### src/rtl/conv_pkg.sv
// Geometry helpers shared by the line buffer datapath and controller
// so both sides agree on padded sizes, window spans and blank points.
package conv_pkg;

    function automatic int total_dim(int in_dim, int pad);
        return in_dim + 2 * pad;
    endfunction

    function automatic int window_dim(int k, int d);
        return d * (k - 1) + 1;
    endfunction

    function automatic int cnt_w(int n);
        return (n <= 2) ? 1 : $clog2(n);
    endfunction

    // Kernel points that can ever overlap top padding or the stale
    // row start; they form a raster prefix of the kernel.
    function automatic int num_blank_pts(int k0, int k1, int d0, int d1,
                                         int p0, int p1);
        int full_rows;
        int part;
        full_rows = (p0 + d0 - 1) / d0;
        if (full_rows >= k0) return k0 * k1;
        part = 0;
        if (p0 % d0 == 0) begin
            part = (p1 + d1 - 1) / d1;
            if (part > k1) part = k1;
        end
        return full_rows * k1 + part;
    endfunction

endpackage

### src/rtl/line_buffer_controller.sv
// Raster walk over the padded frame driving line buffer shift, padding
// injection, window valid/last and the per-kernel-point blank mask.
module line_buffer_controller
    import conv_pkg::*;
#(
    parameter int IN_HEIGHT  = 256,
    parameter int IN_WIDTH   = 512,
    parameter int KERNEL_0   = 3,
    parameter int KERNEL_1   = 3,
    parameter int DILATION_0 = 2,
    parameter int DILATION_1 = 2,
    parameter int PADDING_0  = 2,
    parameter int PADDING_1  = 2,
    parameter int STRIDE_0   = 1,
    parameter int STRIDE_1   = 1,
    localparam int BLANK_PTS = num_blank_pts(KERNEL_0, KERNEL_1,
        DILATION_0, DILATION_1, PADDING_0, PADDING_1),
    localparam int BLANK_PTS_SAFE = (BLANK_PTS > 0) ? BLANK_PTS : 1
) (
    input  logic                      clk,
    input  logic                      rst_n,
    input  logic                      i_valid,
    output logic                      i_ready,
    output logic                      shift,
    output logic                      is_padding,
    output logic [BLANK_PTS_SAFE-1:0] out_blank,
    output logic                      o_valid,
    output logic                      o_last,
    input  logic                      o_ready
);

    localparam int TOTAL_H  = total_dim(IN_HEIGHT, PADDING_0);
    localparam int TOTAL_W  = total_dim(IN_WIDTH, PADDING_1);
    localparam int WINDOW_0 = window_dim(KERNEL_0, DILATION_0);
    localparam int WINDOW_1 = window_dim(KERNEL_1, DILATION_1);
    localparam int RW  = cnt_w(TOTAL_H);
    localparam int CW  = cnt_w(TOTAL_W);
    localparam int SW0 = cnt_w(STRIDE_0);
    localparam int SW1 = cnt_w(STRIDE_1);
    localparam int ROW_FIRST =
        (WINDOW_0 - 1 > PADDING_0) ? WINDOW_0 - 1 : PADDING_0;
    localparam int LAST_R =
        TOTAL_H - 1 - ((TOTAL_H - WINDOW_0) % STRIDE_0);
    localparam int LAST_C =
        TOTAL_W - 1 - ((TOTAL_W - WINDOW_1) % STRIDE_1);
    localparam logic [RW-1:0]  R_START = RW'(PADDING_0);
    localparam logic [RW-1:0]  R_ONE   = RW'(1);
    localparam logic [CW-1:0]  C_ONE   = CW'(1);
    localparam logic [SW0-1:0] RPH_MAX = SW0'(STRIDE_0 - 1);
    localparam logic [SW1-1:0] CPH_MAX = SW1'(STRIDE_1 - 1);
    localparam logic [SW0-1:0] RPH_ONE = SW0'(1);
    localparam logic [SW1-1:0] CPH_ONE = SW1'(1);

    logic [RW-1:0]  r_q, r_d;
    logic [CW-1:0]  c_q, c_d;
    logic [SW0-1:0] rph_q, rph_d;
    logic [SW1-1:0] cph_q, cph_d;
    logic           o_valid_q, o_last_q;
    logic [BLANK_PTS_SAFE-1:0] blank_q, blank_d;
    logic           pad, stall, complete, at_last;
    int             r_i, c_i;

    assign r_i = int'(r_q);
    assign c_i = int'(c_q);

    assign pad = (c_i < PADDING_1) || (c_i >= PADDING_1 + IN_WIDTH)
              || (r_i >= PADDING_0 + IN_HEIGHT);
    assign stall      = o_valid_q & ~o_ready;
    assign shift      = ~stall & (pad | i_valid);
    assign i_ready    = ~stall & ~pad;
    assign is_padding = pad;

    assign complete = shift
                   && (r_i >= WINDOW_0 - 1) && (c_i >= WINDOW_1 - 1)
                   && (rph_q == '0) && (cph_q == '0);
    assign at_last  = (r_i == LAST_R) && (c_i == LAST_C);

    always_comb begin
        r_d   = r_q;
        c_d   = c_q;
        rph_d = rph_q;
        cph_d = cph_q;
        if (shift) begin
            if (c_i == TOTAL_W - 1) begin
                c_d   = '0;
                cph_d = '0;
                if (r_i == TOTAL_H - 1) begin
                    r_d   = R_START;
                    rph_d = '0;
                end else begin
                    r_d = r_q + R_ONE;
                    if (r_i < ROW_FIRST)
                        rph_d = '0;
                    else
                        rph_d = (rph_q == RPH_MAX) ? '0 : rph_q + RPH_ONE;
                end
            end else begin
                c_d = c_q + C_ONE;
                if (c_i < WINDOW_1 - 1)
                    cph_d = '0;
                else
                    cph_d = (cph_q == CPH_MAX) ? '0 : cph_q + CPH_ONE;
            end
        end
    end

    // Mask from the top-left corner of the window completing now.
    always_comb begin
        int r0, c0, ri, cj;
        blank_d = '0;
        r0 = r_i - WINDOW_0 + 1;
        c0 = c_i - WINDOW_1 + 1;
        for (int p = 0; p < BLANK_PTS; p++) begin
            ri = r0 + (p / KERNEL_1) * DILATION_0;
            cj = c0 + (p % KERNEL_1) * DILATION_1;
            blank_d[p] = (ri < PADDING_0)
                      || ((ri == PADDING_0) && (cj < PADDING_1));
        end
    end

    always_ff @(posedge clk or negedge rst_n) begin
        if (!rst_n) begin
            r_q       <= R_START;
            c_q       <= '0;
            rph_q     <= '0;
            cph_q     <= '0;
            o_valid_q <= 1'b0;
            o_last_q  <= 1'b0;
            blank_q   <= '0;
        end else begin
            r_q   <= r_d;
            c_q   <= c_d;
            rph_q <= rph_d;
            cph_q <= cph_d;
            if (!stall) begin
                o_valid_q <= complete;
                o_last_q  <= complete & at_last;
                if (complete) blank_q <= blank_d;
            end
        end
    end

    assign o_valid   = o_valid_q;
    assign o_last    = o_last_q;
    assign out_blank = blank_q;

endmodule

### config.mk
export PLATFORM = sky130hd
export DESIGN_NAME = line_buffer_controller
export DESIGN_NICKNAME = d
export VERILOG_FILES = /design/src/rtl/conv_pkg.sv /design/src/rtl/line_buffer_controller.sv
export SDC_FILE = /design/constraint.sdc
export NUM_CORES = 1
export LEC_CHECK = 0
export ABC_AREA = 1
export ABC_CLOCK_PERIOD_IN_PS = 7500
export CORE_MARGIN = 10
export CORE_UTILIZATION = 35
export DETAILED_ROUTE_END_ITERATION = 7
export PLACE_DENSITY = 0.58
export SYNTH_ARGS = -nofsm -noshare
export SYNTH_HDL_FRONTEND = slang
export SYNTH_SLANG_ARGS = --single-unit
### constraint.sdc
create_clock -name clk -period 7.5 [get_ports clk]
set_input_delay 1.5 -clock clk [delete_from_list [all_inputs] [get_ports clk]]
set_output_delay 1.5 -clock clk [all_outputs]
set_load 0.02 [all_outputs]
# Word level (Yosys, flattened, before mapping)
# Cells that the tools add are included.
totals:
  word_cells: 69
  in_bits: 4
  ff_bits: 27
  output_inout_bits: 9
op_classes:
  muxes: 8
  order_cmp: 12
  add_sub_neg: 11
  n_eq_ne: 4
  bitwise_logic: 10
  reduce_logical: 17
ops:
  columns: ["cell", "count"]
  rows:
  - ["13-bit by 3-bit < comparator with 1-bit output, second input constant", 2]
  - ["12-bit by 3-bit < comparator with 1-bit output, second input constant", 2]
  - ["12-bit by 3-bit adder with 13-bit output, second input constant", 1]
  - ["12-bit by 4-bit adder with 13-bit output, second input constant", 1]
  - ["11-bit by 2-bit adder with 12-bit output, second input constant", 1]
  - ["11-bit by 3-bit adder with 12-bit output, second input constant", 1]
  - ["12-bit by 3-bit == test with 1-bit output, second input constant", 1]
  - ["10-bit by 2-bit adder with 11-bit output, second input constant", 1]
  - ["11-bit by 3-bit == test with 1-bit output, second input constant", 1]
  - ["11-bit by 3-bit < comparator with 1-bit output, second input constant", 1]
  - ["10-bit by 3-bit subtractor with 11-bit output, second input constant", 1]
  - ["10-bit by 1-bit adder with 10-bit output, second input constant", 1]
  - ["10-bit == test, second input constant", 1]
  - ["10-bit greater-or-equal comparator, second input constant", 1]
  - ["10-bit by 3-bit greater-or-equal comparator with 1-bit output, second input constant", 1]
  - ["10-bit by 2-bit < comparator with 1-bit output, second input constant", 1]
  - ["10-bit by 3-bit < comparator with 1-bit output, second input constant", 1]
  - ["10-bit 2-to-1 mux", 1]
  - ["9-bit by 3-bit subtractor with 10-bit output, second input constant", 1]
  - ["9-bit by 1-bit adder with 9-bit output, second input constant", 1]
  - ["9-bit == test, second input constant", 1]
  - ["9-bit by 3-bit greater-or-equal comparator with 1-bit output, second input constant", 1]
  - ["9-bit greater-or-equal comparator, second input constant", 1]
  - ["1-bit logical AND", 9]
  - ["other kinds (9)", 28]

# Depth between registers and ports, before layout
# Gate-level depths: netlist of the first run.
logic_depth:
  ltp_word: 10
  ltp_mapped: 22
  depth_no_buf: 21

# Least setup slack after synthesis of the first run
# No wires, ideal clock.
synth_timing:
  path_type: "input -> output"
  from: "input o_ready"
  to: "output shift"
  n_path_buf: 0
  t_arrival_ps: 2008
  required_ps: 6000
  stages: 4
  setup_slack_ps: 3992
  path_cell_list: "nor2_1 > inv_1 > nand2_4 > inv_1"
synth_via:
  elab_chain_len: 4
synth_lines:
  columns: ["element", "line", "text"]
  rows:
  - ["start: declaration", "line_buffer_controller.sv:29", "input logic o_ready"]
  - ["1-bit inverter", "line_buffer_controller.sv:68", "assign stall = o_valid_q & ~o_ready;"]
  - ["1-bit bitwise AND", "line_buffer_controller.sv:68", null]
  - ["1-bit inverter (no source line)", null, null]
  - ["1-bit bitwise AND", "line_buffer_controller.sv:69", "assign shift = ~stall & (pad | i_valid);"]
  - ["end: declaration", "line_buffer_controller.sv:24", "output logic shift,"]
# No other way between the ends.

# Worst setup path in the final report of the first run
# Ends and elaborated chain as after synthesis.

==> flow_summary_export.csv, run 1 <==
group,metric,value,unit
status,status,"finished clean",
critical_path,critPathRequiredTime,6.00,ns
synthesis,synth-xor-area-share,0.0671,
grt,grt_start_max_net_pins,26,
grt,overflow,0,
critical_path,end_kind,"primary output",
cells_and_area,num_antenna_cells,0,
sta,setup_viol,0,
clock_network,holdBufCountCts,0,
power,p_leak,1.62,nW
detailed_routing,drc,0,
die,row_count,34,
synthesis,synth_warnings,0,
clock_network,cts_resized,0,
synthesis,synth_nets,511,
place,place.gp.congestion,0.894,
cells_and_area,fin_nets,521,
critical_path,startpoint,"o_ready",
synthesis,synth_cell_types,48,
grt,grt_pass1_wl,13.0,mm
grt,met2_usage,0.197,
sta,fin_setup_tns,0,ns
cells_and_area,utilization,0.389,
clock_network,cts_buffer_depth,2,
grt,antenna_found_initial,0,
clock_network,cts_buffers,3,
critical_path,r2r_slack,4.56,ns
synthesis,async_flop_share,1.00,
sta,fin_worst_skew,0.00477,ns
cells_and_area,area_delta_synth_final,8.35,%
synthesis,synth_compound_area_frac,0.0884,
synthesis,synth_top_family_by_area,"simple AND/OR/NAND/NOR gates",
detailed_routing,via_count,2975,
power,vdd_drop_max,0.113,mV
critical_path,crit_type,"in2out",
detailed_routing,via_per_inst,4.88,
sta,fin_crit_sh,0.600,
grt,busiest_layer,"met2",
job,drv_cap,0,
sta,slew_viol_final,0,
critical_path,endpoint,"shift",
synthesis,synthCells,493,
clock_network,clk_pin_slew,0.09,ns
synthesis,synth_area,3120,sq um
grt,grt_pass1_vias,2855,
synthesis,synth_flop_cell,"dfrtp_1",
clock_network,cts_max_level,1,
critical_path,r2r_start,"c_q[1]",
synthesis,seq_area_frac_synth,0.201,
critical_path,crit_fanout,10,
die,design.die.area,13100,sq um
place,dp_hpwl,6.37,mm
min_path,worst_hold_path_type,"reg2reg",
sta,relSlewSlack,0.673,
clock_network,root_buffer,"clkbuf_8",
min_path,min_from,"o_last",
die,die_y,114,microns
clock_network,insertion_delay,0.27,ns
detailed_routing,routed_wl,7.43,mm
synthesis,ys_ff_latch,25,
sta,rsz0062_at_grt,"no",
sta,hold_viol_final,0,
cells_and_area,post_route_cells_drive_above_1_share,0.157,
sta,max_freq,222,MHz
detailed_routing,drtIter0Drc,132,
critical_path,r2r-end,"out_blank[2]",
die,ios,13,
grt,grt_use_total,0.116,
synthesis,muxShareOfSynthArea,0,
die,fp.coreArea,8680,sq um
detailed_routing,ant_nets,0,
critical_path,cp.arrival,3.00,ns
place,io_buffers,12,
critical_path,rr_worst_depth,20,
clock_network,cts_tree,"done",
critical_path,crit_path_start_kind,"input port",
grt,use_met3,0.0236,
synthesis,synthAdderAreaFrac,0.0562,
sta,post-route-min-period,4.50,ns
detailed_routing,first_pass_iters,4,
sta,fin_hold_ws,0.565,ns
synthesis,synth_edf_count,0,
die,start_util,0.359,
detailed_routing,avgRoutedWirePerCell,12.2,microns
synthesis,synth-simple-area-share,0.472,
die,die_w,114,microns
clock_network,clkSinkCount,25,
sta,worst_slew_pin_slew,0.491,ns
synthesis,syn_avg_cell_area,6.32,sq um
clock_network,post_cts.repair.setup_buffers,0,
grt,use_met1,0.153,
power,p_per_area,283,nW/um^2
## cells by family (layout without fill, tap and decap cells)
family,after synthesis,count (layout)
and+or+nand+nor,303,303
AOI/OAI and AO/OA,42,42
xor gates and xnor gates,20,20
buffers and inverters,89,98
DFF,25,25
adders and majority gates,14,14
## critical path: stages
cell	delay [ns]
clkdlybuf4s50_1	0.39
nor2_1	0.18
inv_1	0.11
nand2_4	0.16
inv_1	0.10
clkdlybuf4s50_1	0.55
## layout by cell type, fill, tap and decap left out, types with 4 or more instances in the layout
cell / n
a21oi_1: 9
clkdlybuf4s50_1: 12
clkinv_1: 4
dfrtp_1: 24
ha_1: 14
inv_1: 60
inv_2: 16
nand2_1: 121
nand2_2: 16
nand3_1: 47
nand3_2: 5
nand4_1: 13
nor2_1: 58
nor2_2: 11
nor2_4: 5
nor3_1: 9
o21ai_0: 10
o31ai_1: 4
xnor2_1: 5
xor2_1: 12
## worst min-delay path by stage
stage                  end  cells past startpoint  slack, ns
detailed placement  o_last                      1       0.55
floorplan           c_q[3]                      2       0.54
CTS                 o_last                      1       0.57
finish              o_last                      1       0.57
global route        o_last                      1       0.58
global placement    o_last                      1       0.54
## layout make-up
type | instances | area, sq um
Clock buffer | 3 | 41.3
Clock inverter | 1 | 8.76
Fill cell | 972 | 5300
Inverter | 81 | 307
Multi-Input combinational cell | 379 | 2130
Sequential cell | 25 | 627
Tap cell | 108 | 135
Timing Repair Buffer | 13 | 128
## routing by layer
metal  share of wire  wire, microns
met1            0.50           3690
met4          0.0038             28
met5               0              0
met3           0.034            251
met2            0.47           3470
## per-stage QoR
| stage | setup slack, ns | instance area (sq um) | instances | total power, W |
|---|---|---|---|---|
| floorplan | 3.99 | 3120 | 493 | 0.000745 |
| global placement | 3.00 | 3330 | 606 | 0.000864 |
| detailed placement | 2.97 | 3330 | 606 | 0.000873 |
| CTS | 2.97 | 3380 | 610 | 0.000964 |
| global route | 2.78 | 3380 | 610 | 0.00106 |
| finish | 3.00 | 3380 | 610 | 0.000956 |
## report_power, final
group / total, W / switching (W) / internal [W]
logic: 0.000638 / 0.000436 / 0.000202
clock network: 0.0000864 / 0.0000474 / 0.0000390
registers: 0.000232 / 0.0000665 / 0.000165
total: 0.000956 / 0.000550 / 0.000406
## registers in the layout, indices dropped and copies added (netlist names)
name       flops
c_q           10
o_last         1
o_valid        1
out_blank      4
r_q            9
## cell usage after synthesis, types with 4 or more instances
cell,n,share of area
nand2_2,16,0.032
nor2_4,5,0.018
inv_1,60,0.072
a21oi_1,9,0.014
dfrtp_1,24,0.19
nand2_1,121,0.15
inv_2,16,0.019
nor3_1,9,0.014
nand4_1,13,0.026
o31ai_1,4,0.0096
nor2_2,11,0.022
xor2_1,12,0.034
nor2_1,58,0.070
nand3_1,47,0.076
clkinv_1,4,0.0048
xnor2_1,5,0.014
nand3_2,5,0.016
ha_1,14,0.056
o21ai_0,10,0.016
No activity file was read; power rests on OpenSTA's default activity.
==> inputs of run 2 (changes only) <==
--- a/config.mk
+++ b/config.mk
@@ -6,7 +6,7 @@
 export NUM_CORES = 1
 export LEC_CHECK = 0
 export ABC_AREA = 1
-export ABC_CLOCK_PERIOD_IN_PS = 7500
+export ABC_CLOCK_PERIOD_IN_PS = 4200
 export CORE_MARGIN = 10
 export CORE_UTILIZATION = 35
 export DETAILED_ROUTE_END_ITERATION = 7
==> constraint.sdc (replaced) <==
create_clock -name clk -period 4.2 [get_ports clk]
set_input_delay 0.84 -clock clk [delete_from_list [all_inputs] [get_ports clk]]
set_output_delay 0.84 -clock clk [all_outputs]
set_load 0.02 [all_outputs]
==> run 2 against run 1 <==
  * Count of clock-buffer cells in the layout stayed put
  * Total power grew 78%
  * Worst setup slack worse by 2.6 ns
  * Sequential share of layout area about the same
  * Critical path depth is 4 higher
  * Clock power up 82%
  * Register-to-register slack worse by 3.3 ns
==> flow_summary_export.csv, run 2 (synthesized netlist as in run 1, its figures left out) <==
group,metric,value,unit
sta,fin_setup_tns,0,ns
critical_path,crit_type,"reg2out",
sta,post-route-min-period,3.80,ns
power,power.total,0.00170,W
place,pre_cts_slack,0.725,ns
detailed_routing,drtIter0Drc,152,
power,p_per_area,505,nW/um^2
critical_path,cpMaxStageDelayCell,"dfrtp_1",
clock_network,cts_max_level,1,
die,design.die.area,13100,sq um
clock_network,clk_pin_slew,0.10,ns
grt,overflow,0,
die,start_util,0.359,
cells_and_area,final_cell_mix,"121 x nand2_1, 60 x inv_1, 58 x nor2_1",
grt,grt_pass1_wl,13.0,mm
sta,worst_slew_pin_slew,0.480,ns
place,io_buffers,12,
critical_path,cp.arrival,2.96,ns
sta,fin_crit_sh,0.905,
die,die_w,114,microns
critical_path,end_kind,"primary output",
min_path,worst_hold_path_type,"reg2reg",
power,p_leak,1.62,nW
die,die_y,114,microns
sta,relSlewSlack,0.680,
critical_path,slowest_delay,0.65,ns
die,fp.coreArea,8680,sq um
grt,grt_pass1_vias,2807,
sta,slew_viol_final,0,
detailed_routing,via_per_inst,4.88,
cells_and_area,area_delta_synth_final,8.31,%
die,row_count,34,
detailed_routing,via_count,2976,
cells_and_area,seqCellArea,627,sq um
clock_network,cts_buffer_depth,2,
cells_and_area,mostFrequentLayoutCell,"nand2_1",
job,drv_cap,0,
cells_and_area,fin_area,3370,sq um
critical_path,crit_path_start_kind,"register",
detailed_routing,first_pass_iters,4,
cells_and_area,multi_input_area,2130,sq um
critical_path,critPathRequiredTime,3.36,ns
place,dp_hpwl,6.22,mm
sta,setup_viol,0,
critical_path,worstPathCellList,"inv_1 -> ha_1 -> nand2_1 -> nand2_1 -> o31ai_1 -> nand3_2 -> or2_4 -> nand2_4 -> inv_1 -> clkdlybuf4s50_1",
place,place.gp.congestion,0.874,
clock_network,holdBufCountCts,0,
power,vdd_drop_max,0.179,mV
clock_network,insertion_delay,0.28,ns
sta,worst_slack,0.399,ns
cells_and_area,n_fill_cell,961,
cells_and_area,num_antenna_cells,0,
clock_network,post_cts.repair.setup_buffers,0,
cells_and_area,fin_nets,521,
detailed_routing,routed_wl,7.35,mm
cells_and_area,largest_reg_flops,10,
grt,grt_start_max_net_pins,26,
clock_network,cts_tree,"done",
clock_network,root_buffer,"clkbuf_8",
clock_network,clkSinkCount,25,
detailed_routing,avgRoutedWirePerCell,12.0,microns
status,status,"finished clean",
sta,rsz0062_at_grt,"no",
sta,fin_worst_skew,0.00269,ns
sta,max_freq,263,MHz
grt,grt_use_total,0.117,
clock_network,cts_buffers,3,
place,post_dp_cell_area,3330,sq um
die,ios,13,
cells_and_area,post_route_cells_drive_above_1_share,0.157,
sta,hold_viol_final,0,
detailed_routing,ant_nets,0,
detailed_routing,drc,0,
grt,antenna_found_initial,0,
cells_and_area,top_register,"c_q",
critical_path,crit_fanout,12,
clock_network,cts_resized,0,
run 2: cell count changes in the layout (fill, tap and decap cells not counted):
cell	previous run	this run
inv_6	1	0
clkinvlp_4	0	1
run 2: final cells by class:
type                    instances  area share
clock buffers                   3      0.0122
well taps                     108      0.0400
multi-input cells             379       0.631
inverters                      81      0.0908
flip-flops and latches         25       0.186
clock inverters                 1     0.00222
repair buffers                 13      0.0378
run 2: metrics by stage:
stage           util  hold slack [ns]  cells
2_1_floorplan      -            0.544    493
3_3_place_gp   0.383            0.535    606
3_5_place_dp   0.383            0.546    606
4_1_cts        0.389            0.570    610
5_1_grt        0.389            0.592    610
6_report       0.389            0.548    610
run 2: power breakdown:
| part | switching [W] | internal, W | leakage, nW | total (W) |
|---|---|---|---|---|
| sequential | 0.000118 | 0.000295 | 0.289 | 0.000413 |
| combinational | 0.000772 | 0.000362 | 1.30 | 0.00113 |
| clock | 0.0000894 | 0.0000676 | 0.0217 | 0.000157 |
| total | 0.000979 | 0.000724 | 1.62 | 0.00170 |
run 2: routing by layer:
layer | GRT usage | vias to the layer above | share of wire
li1 | - | 1578 | -
met1 | 0.164 | 1349 | 0.51
met2 | 0.183 | 43 | 0.44
met3 | 0.0215 | 6 | 0.038
met4 | 0.0201 | 0 | 0.0076
met5 | 0 | - | 0
run 2: final timing paths:
path                         from      endpoint  slack [ns]  cells after the start
hold reg to reg            o_last        o_last        0.55                      1
max in group asynchronous   rst_n        r_q[1]        2.99                      2
min in group asynchronous   rst_n        c_q[7]        0.91                      2
setup reg to reg           c_q[1]  out_blank[2]        1.21                     18
setup / recovery           r_q[2]         shift        0.40                     10
hold / removal             o_last        o_last        0.55                      1
run 2: critical path: cells and delay by family (launching register included):
kind | cells | cell delay [ns]
buffers and inverters | 3 | 0.82
and+or+nand+nor | 5 | 0.66
DFF | 1 | 0.65
AOI/OAI and AO/OA | 1 | 0.28
adders and majority gates | 1 | 0.27
==> inputs of run 3 (changes only) <==
--- a/config.mk
+++ b/config.mk
@@ -14,3 +14,4 @@
 export SYNTH_ARGS = -nofsm -noshare
 export SYNTH_HDL_FRONTEND = slang
 export SYNTH_SLANG_ARGS = --single-unit
+export TNS_END_PERCENT = 10
==> results of run 3 <==
Same layout as run 2: the final DEF is identical, and so are final timing and power.
